**config.mk**
```make
export PLATFORM = sky130hd
export DESIGN_NAME = queue_param
export DESIGN_NICKNAME = d
export VERILOG_FILES = /design/src/rtl/queue_param.sv
export SDC_FILE = /design/constraint.sdc
export NUM_CORES = 1
export LEC_CHECK = 0
export CAP_MARGIN = 10
export CORE_ASPECT_RATIO = 1.4
export CORE_MARGIN = 4
export CORE_UTILIZATION = 30
export CTS_BUF_LIST = sky130_fd_sc_hd__clkbuf_16
export CTS_CLUSTER_SIZE = 12
export DETAILED_ROUTE_END_ITERATION = 12
export DONT_BUFFER_PORTS = 1
export GPL_TIMING_DRIVEN = 0
export MAX_ROUTING_LAYER = met4
export PLACE_DENSITY = 0.44
export RECOVER_POWER = 100
export SETUP_SLACK_MARGIN = 0.15
export SLEW_MARGIN = 40
export SYNTH_ARGS = -nofsm -noshare
export SYNTH_HDL_FRONTEND = slang
export SYNTH_SLANG_ARGS = --single-unit
```
**constraint.sdc**
```tcl
create_clock -name clock_10 -period 2.8 [get_ports clock_10]
set_input_delay 0.28 -clock clock_10 [delete_from_list [all_inputs] [get_ports clock_10]]
set_output_delay 0.28 -clock clock_10 [all_outputs]
set_load 0.1 [all_outputs]
```
**src/rtl/queue_param.sv**
```systemverilog
// queue_param: parametrised synchronous circular FIFO.
// Sits between the deserialiser front end and the byte consumer in the
// clock_10 domain. Supports any DEPTH >= 2, not only powers of two.
//
// Request semantics (no ready/valid back-pressure; requests are one-shot):
//   enq_in and deq_in are sampled on every rising edge of clock_10. A
//   request that cannot be honoured is dropped, status_out pulses for one
//   cycle, and the matching sticky error flag is set. An accepted dequeue
//   loads data_out on that edge, and valid_out is high for the following
//   cycle only. clear_in takes priority over both requests.
module queue_param #(
  parameter int WIDTH    = 8,
  parameter int DEPTH    = 8,
  parameter int AF_LEVEL = DEPTH - 2,
  parameter int AE_LEVEL = 2,
  localparam int LW      = $clog2(DEPTH + 1)
) (
  input  logic             clock_10,
  input  logic             reset,
  input  logic [WIDTH-1:0] data_in,
  input  logic             enq_in,
  input  logic             deq_in,
  input  logic             clear_in,
  output logic [WIDTH-1:0] data_out,
  output logic             valid_out,
  output logic [LW-1:0]    len_out,
  output logic             full_out,
  output logic             empty_out,
  output logic             almost_full_out,
  output logic             almost_empty_out,
  output logic             status_out,
  output logic             overflow_out,
  output logic             underflow_out
);

  // Pointer width: enough to index DEPTH entries.
  localparam int PW = (DEPTH > 1) ? $clog2(DEPTH) : 1;

  localparam logic [PW-1:0] LAST_PTR  = PW'(DEPTH - 1);
  localparam logic [LW-1:0] DEPTH_LEN = LW'(DEPTH);
  localparam logic [LW-1:0] AF_LEN    = LW'(AF_LEVEL);
  localparam logic [LW-1:0] AE_LEN    = LW'(AE_LEVEL);

  // Storage is deliberately not reset.
  logic [WIDTH-1:0] mem_q [DEPTH];

  logic [PW-1:0]    head_q, head_d;
  logic [PW-1:0]    tail_q, tail_d;
  logic [LW-1:0]    len_q, len_d;
  logic [WIDTH-1:0] data_out_q, data_out_d;
  logic             valid_q, valid_d;
  logic             status_q, status_d;
  logic             overflow_q, overflow_d;
  logic             underflow_q, underflow_d;

  logic             enq_ok;
  logic             deq_ok;
  logic             mem_we;

  // Increment-and-wrap that does not rely on a power-of-two depth.
  function automatic logic [PW-1:0] ptr_next(input logic [PW-1:0] p);
    ptr_next = (p == LAST_PTR) ? '0 : p + 1'b1;
  endfunction

  // Acceptance: a full queue still takes a write when a read frees a slot
  // on the same edge; an empty queue never bypasses data to the reader.
  always_comb begin
    enq_ok = enq_in && ((len_q != DEPTH_LEN) || deq_in);
    deq_ok = deq_in && (len_q != '0);
  end

  // Next-state computation; clear_in overrides any request in its cycle.
  always_comb begin
    head_d      = head_q;
    tail_d      = tail_q;
    len_d       = len_q;
    data_out_d  = data_out_q;
    valid_d     = 1'b0;
    status_d    = 1'b0;
    overflow_d  = overflow_q;
    underflow_d = underflow_q;
    mem_we      = 1'b0;

    if (clear_in) begin
      head_d      = '0;
      tail_d      = '0;
      len_d       = '0;
      overflow_d  = 1'b0;
      underflow_d = 1'b0;
    end else begin
      if (enq_ok) begin
        mem_we = 1'b1;
        tail_d = ptr_next(tail_q);
      end
      if (deq_ok) begin
        data_out_d = mem_q[head_q];
        head_d     = ptr_next(head_q);
        valid_d    = 1'b1;
      end
      // Exactly one length update; a simultaneous enq/deq leaves it alone.
      case ({enq_ok, deq_ok})
        2'b10:   len_d = len_q + 1'b1;
        2'b01:   len_d = len_q - 1'b1;
        default: len_d = len_q;
      endcase
      // A single status pulse covers either or both rejected requests.
      if ((enq_in && !enq_ok) || (deq_in && !deq_ok)) begin
        status_d = 1'b1;
      end
      if (enq_in && !enq_ok) begin
        overflow_d = 1'b1;
      end
      if (deq_in && !deq_ok) begin
        underflow_d = 1'b1;
      end
    end
  end

  // Control and output registers, asynchronously reset.
  always_ff @(posedge clock_10 or posedge reset) begin
    if (reset) begin
      head_q      <= '0;
      tail_q      <= '0;
      len_q       <= '0;
      data_out_q  <= '0;
      valid_q     <= 1'b0;
      status_q    <= 1'b0;
      overflow_q  <= 1'b0;
      underflow_q <= 1'b0;
    end else begin
      head_q      <= head_d;
      tail_q      <= tail_d;
      len_q       <= len_d;
      data_out_q  <= data_out_d;
      valid_q     <= valid_d;
      status_q    <= status_d;
      overflow_q  <= overflow_d;
      underflow_q <= underflow_d;
    end
  end

  // Storage write port; when full with both requests, tail equals head and
  // the old word is read out on the same edge the new one is written.
  always_ff @(posedge clock_10) begin
    if (mem_we && !reset) begin
      mem_q[tail_q] <= data_in;
    end
  end

  // Registered outputs and flag decodes of the length register.
  assign data_out         = data_out_q;
  assign valid_out        = valid_q;
  assign len_out          = len_q;
  assign status_out       = status_q;
  assign overflow_out     = overflow_q;
  assign underflow_out    = underflow_q;
  assign full_out         = (len_q == DEPTH_LEN);
  assign empty_out        = (len_q == '0);
  assign almost_full_out  = (len_q >= AF_LEN);
  assign almost_empty_out = (len_q <= AE_LEN);

endmodule

```
---- After elaboration in Yosys (flattened, before gate mapping) ----
Memories as Yosys holds them, arrays and structs flattened. A register that Yosys moved wholly into a read port is not among the register bits.
Index checks and enable logic that the tools add are counted.
word-level totals
  flip-flop bits (word level) ............. 14
  bits in latches ......................... 0
  memory bits (writable) .................. 64
  memory bits (read-only) ................. 0
  input bits .............................. 13
  output and inout port bits .............. 20
  word-level logic and storage cells ...... 59
  memories kept ........................... 1
memories
  name   depth  bits a word  read ports  clocked after Yosys merged registers in  wr ports  line  RTL
  mem_q  8      8            1           1                                        1         45    logic [WIDTH-1:0] mem_q [DEPTH];
operators by class
  $add $sub $neg .......................... 4
  multiply operators ...................... 0
  divide/modulo/power cells ............... 0
  order comparisons ....................... 2
  equal/unequal tests ..................... 6
  shift-type cells ........................ 0
  mux-type cells .......................... 20
  bitwise gates (word level) .............. 1
  reductions and logical operators ........ 18
operators by type and width
  cell                                                                               count
  3-bit two-way mux                                                                  6
  1-bit two-way mux                                                                  12
  4-bit one-hot mux with 2 select lines                                              1
  2-bit nonzero test                                                                 4
  3-bit by 1-bit adder with 3-bit output (second input constant)                     2
  3-bit equality test (second input constant)                                        2
  1-bit logical AND                                                                  5
  4-bit by 1-bit adder with 4-bit output (second input constant)                     1
  4-bit equality test (second input constant)                                        1
  4-bit by 3-bit >= comparator with 1-bit output (second input constant)             1
  4-bit by 2-bit less-or-equal comparator with 1-bit output (second input constant)  1
  4-bit zero test                                                                    1
  4-bit two-way mux                                                                  1
  4-bit inequality test (second input constant)                                      1
  4-bit nonzero test                                                                 1
  4-bit by 1-bit subtractor with 4-bit output (second input constant)                1
  1-bit zero test                                                                    3
  3-bit nonzero test                                                                 1
  2-bit by 1-bit equality test with 1-bit output (second input constant)             1
  2-bit equality test (second input constant)                                        1
  1-bit logical OR                                                                   2
  2-bit AND reduction                                                                1
  1-bit NOT                                                                          1

---- Depth between registers and ports, before layout ----
  word-level depth ........................ 8
  mapped depth ............................ 10
  mapped depth without buffers ............ 8

---- Worst setup path after synthesis ----
OpenSTA, ideal clock, no wires.
  path kind ............................... reg-to-reg
  from .................................... register len_q[3], in the netlist len_out[3]
  to ...................................... register len_q[3], in the netlist len_out[3]
  setup time .............................. 128 ps
  arrival time ............................ 3508 ps
  data required time ...................... 2672 ps
  setup slack ............................. -835 ps
  cell stages (with the launch flop) ...... 11
  buffers on the path ..................... 2
  period minus slack after synthesis ...... 3635 ps
  cell sequence ........................... dfrtp_1 > buf_6 > or4_4 > buf_6 > inv_1 > nor2_1 > ha_1 > o21ai_0 > nor4b_1 > o22ai_1 > mux2_1
on the way
  longest elaborated chain between the ends .. 6
  elaborated cells between the ends (all ways) .. 12
  those cells by class .................... add/sub: 2; eq/ne: 3; mux: 2; reduce/logical: 5
RTL lines
  item                                                                                          line  RTL
  from (decl)                                                                                   49    logic [LW-1:0] len_q, len_d;
  from (signal assigned)                                                                        133   len_q <= len_d;
  4-bit inequality test                                                                         68    enq_ok = enq_in && ((len_q != DEPTH_LEN) || deq_in);
  1-bit logical OR                                                                              68
  1-bit logical AND                                                                             68
  2-bit by 1-bit equality test with 1-bit output / 2-bit equality test (equally long branches)  101   case ({enq_ok, deq_ok})
  4-bit one-hot mux with 2 select lines                                                         101
  4-bit two-way mux                                                                             84    if (clear_in) begin
Several ways; a longest one is shown, not always the timed one.
A chain may end at the register's enable or synchronous reset.

---- Final worst setup path ----
Ends and elaborated chain as after synthesis.

==> results.toml <==
[outcome]
status = "finished, violations left"
violations = "setup timing"

[layout]
drive_gt1_share_pct = 29.6
antenna_cells = 0
fin_nets = 267
ff_latch_area_um2 = 2490
area_delta_synth_final_pct = 21.5
multiInputGateArea_um2 = 1170
n_fill_cell = 1134

[timing]
final.period_utilization_pct = 108
final.setup_skew_ps = 9.89
tightest_slew_ps = 935
fin_crit_ps = 3040
final-hold-violation-count = 0
setup_viol = 2
fmax_mhz = 329
setup_tns_ps = -421
setup_ws_ps = -237
slew_headroom_pct = 37.7
slew_violations = 0
worst_hold_slack_ps = 34.9
rsz0062_at_grt = "yes"

[route]
drtPass1Iterations = 4
drcViolationCount = 0
dr_total_vias = 2003
routed_wl_um = 8230
drt_first_iter_violations = 78
postRouteAntennaNets = 0
wl_per_cell_um = 20.6
via_per_inst = 5.01

[placed_design]
portBuffers = 0
place.gp.congestion = 0.794
dpl.hpwl_um = 5610

[floorplanning]
die_area_um2 = 13800
die_w_um = 101
io_pins = 33
core_um2 = 11800
die_h_um = 138
rows = 47
initial_core_util_pct = 30.6

[power]
p_leak_nw = 1.49
peakVddDrop_mv = 0.404
powerDensity_nw_per_um2 = 1090
total_power_mw = 4.77

[synth]
syn_nets = 245
ys_types = 37
synth-edff-count = 64
yosys-top-cells-area = "edfxtp_1, dfrtp_1, mux4_2"
async_reset_ff_share_pct = 25.6
syn_area_um2 = 3600
synth_cells = 226
ys_warn_count = 0
ys_ff_latch = 86
yosysTopAreaCell = "edfxtp_1"
ys.flop_type = "edfxtp_1"
synth.top_cell.area_share_pct = 53.4
synth_area_per_cell_um2 = 15.9
synth_seq_area_share_pct = 68.7

[clocking]
cts_made_buffers = 9
cts_buffer_depth = 2
cts_sinks = 86
cts_tree = "done"
worstSkewPairLatency_ps = 340
path_clk_slew_ps = 60
root_buffer = "clkbuf_16"
cts_max_level = 3

[worst_setup_path]
end_kind = "register"
crit_arrival_ps = 3260
worstSetupPathType = "reg -> reg"
crit_required_ps = 3020
cp_max_fo = 3
crit_path_start_kind = "register"

[global_route]
antenna_found_initial = 0
grt_pass1_vias = 2158
grt_overflow = 0
grt_use_total_pct = 13.2
grt_max_degree = 23
grt_pass1_wl_um = 12800

[run]
cap_violations = 0

[hold_path]
hold_path.class = "in -> reg"
-- registers in the layout, summed over array words and instances, names as in the netlist --
name,count
overflow_out,1
head_q,3
len_out,4
mem_q,64
underflow_out,1
valid_out,1
tail_q,3
data_out,8
status_out,1
-- per-layer routing --
layer / up-vias / wire, µm / track usage [%]
met2: 40 / 4420 / 22.3
li1: 916 / - / -
met1: 1038 / 3360 / 15.0
met4: 0 / 108 / 5.09
met5: - / 0 / -
met3: 9 / 344 / 3.39
-- through the flow --
step                      setup WS [ps]  std cells  instance area (µm²)  utilization, %
after detailed placement           -426        378                 3900            33.2
after global routing               -319        400                 4370            37.2
final                              -237        400                 4370            37.2
after CTS                          -302        400                 4330            36.8
after global placement             -442        373                 3810            32.4
after floorplan                    -214        226                 3630               -
-- synthesized netlist by cell type, types with 2 or more instances --
cell / number
o211ai_1: 2
nor2b_1: 3
nand3_1: 6
a31oi_1: 2
a21oi_1: 17
edfxtp_1: 64
nand2_1: 4
mux2i_1: 11
buf_6: 3
nor3_1: 10
clkbuf_1: 7
nor2_1: 22
nand2b_1: 2
dfrtp_1: 22
or3_1: 3
mux4_2: 16
buf_2: 3
ha_1: 6
inv_1: 3
o21ai_0: 3
-- layout make-up --
cell class	count	area share [%]
timing repair buffer	11	2.06
multi-input combinational	123	26.7
clock buffer	9	5.15
clock inverter	7	2.09
sequential	86	57.0
tap	147	4.20
buffer	14	2.46
inverter	3	0.343
-- cell families (layout without fill, tap and decap cells) --
group,Yosys count,after routing,synth area share [%]
flops,86,86,68.7
simple gates,57,57,7.89
compound gates,30,30,4.83
mux,29,29,13.8
buf+inv,17,44,2.50
fa+ha+maj,6,6,2.08
xor+xnor,1,1,0.243
-- where the power goes --
part           leakage, nW  total (mW)  switching [mW]  internal, mW
Sequential           0.844        2.27           0.777          1.49
Clock                0.162        1.26           0.483         0.780
Combinational        0.484        1.24           0.729         0.508
Total                 1.49        4.77            1.99          2.78
-- worst paths after layout --
path / slack [ps] / depth (start not counted) / endpoint / start
max in group asynchronous: 1560 / 2 / len_out[3]$_DFFE_PP0P_ / reset
min in group asynchronous: 580 / 2 / len_out[1]$_DFFE_PP0P_ / reset
worst max register to register: -240 / 10 / len_out[3]$_DFFE_PP0P_ / len_out[3]$_DFFE_PP0P_
worst min register to register: 620 / 2 / tail_q[0]$_DFFE_PP0P_ / tail_q[0]$_DFFE_PP0P_
worst min-delay path: 30 / 0 / mem_q[5][4]$_DFFE_PP_ / data_in[4]
worst max-delay path: -240 / 10 / len_out[3]$_DFFE_PP0P_ / len_out[3]$_DFFE_PP0P_
-- worst max-delay path, cell delays in order (launching register included) --
cell and delay, ps:
dfrtp_4 620, buf_8 180, or4_4 520, buf_6 140, clkinvlp_4 370, nor2_4 80
ha_4 290, o21ai_1 50, nor4b_2 150, o22ai_1 180, mux2_1 340
-- what timing repair did --
item	CTS	global route
setup buffers	5	0
setup endpoints to repair	4	25
gates cloned	0	0
gates resized for setup	12	8
pin swaps	7	9
hold buffers	1	0
hold endpoints to repair	22	0
-- placed cells by master, fill, tap and decap left out, types with 2 or more instances in the layout --
cell       synthesis  routed
a31oi_1            2       2
buf_8              0       3
nor3_4             0       4
ha_1               6       4
nor2_1            22      17
nor3_1            10       6
nand3_1            6       6
o211ai_1           2       2
nand2b_1           2       2
dfrtp_2            0       4
dfrtp_4            0       4
nand2_1            4       4
inv_1              3       4
clkbuf_1           7       6
nor2_2             0       2
buf_2              3       4
clkbuf_16          0      10
dfrtp_1           22      14
mux2i_1           11      11
or3_1              3       3
mux4_2            16      16
bufinv_16          0       2
edfxtp_1          64      64
nor2_4             0       3
buf_4              0       8
nor2b_1            3       3
a21oi_1           17      16
(Power assumes the default switching activity.)
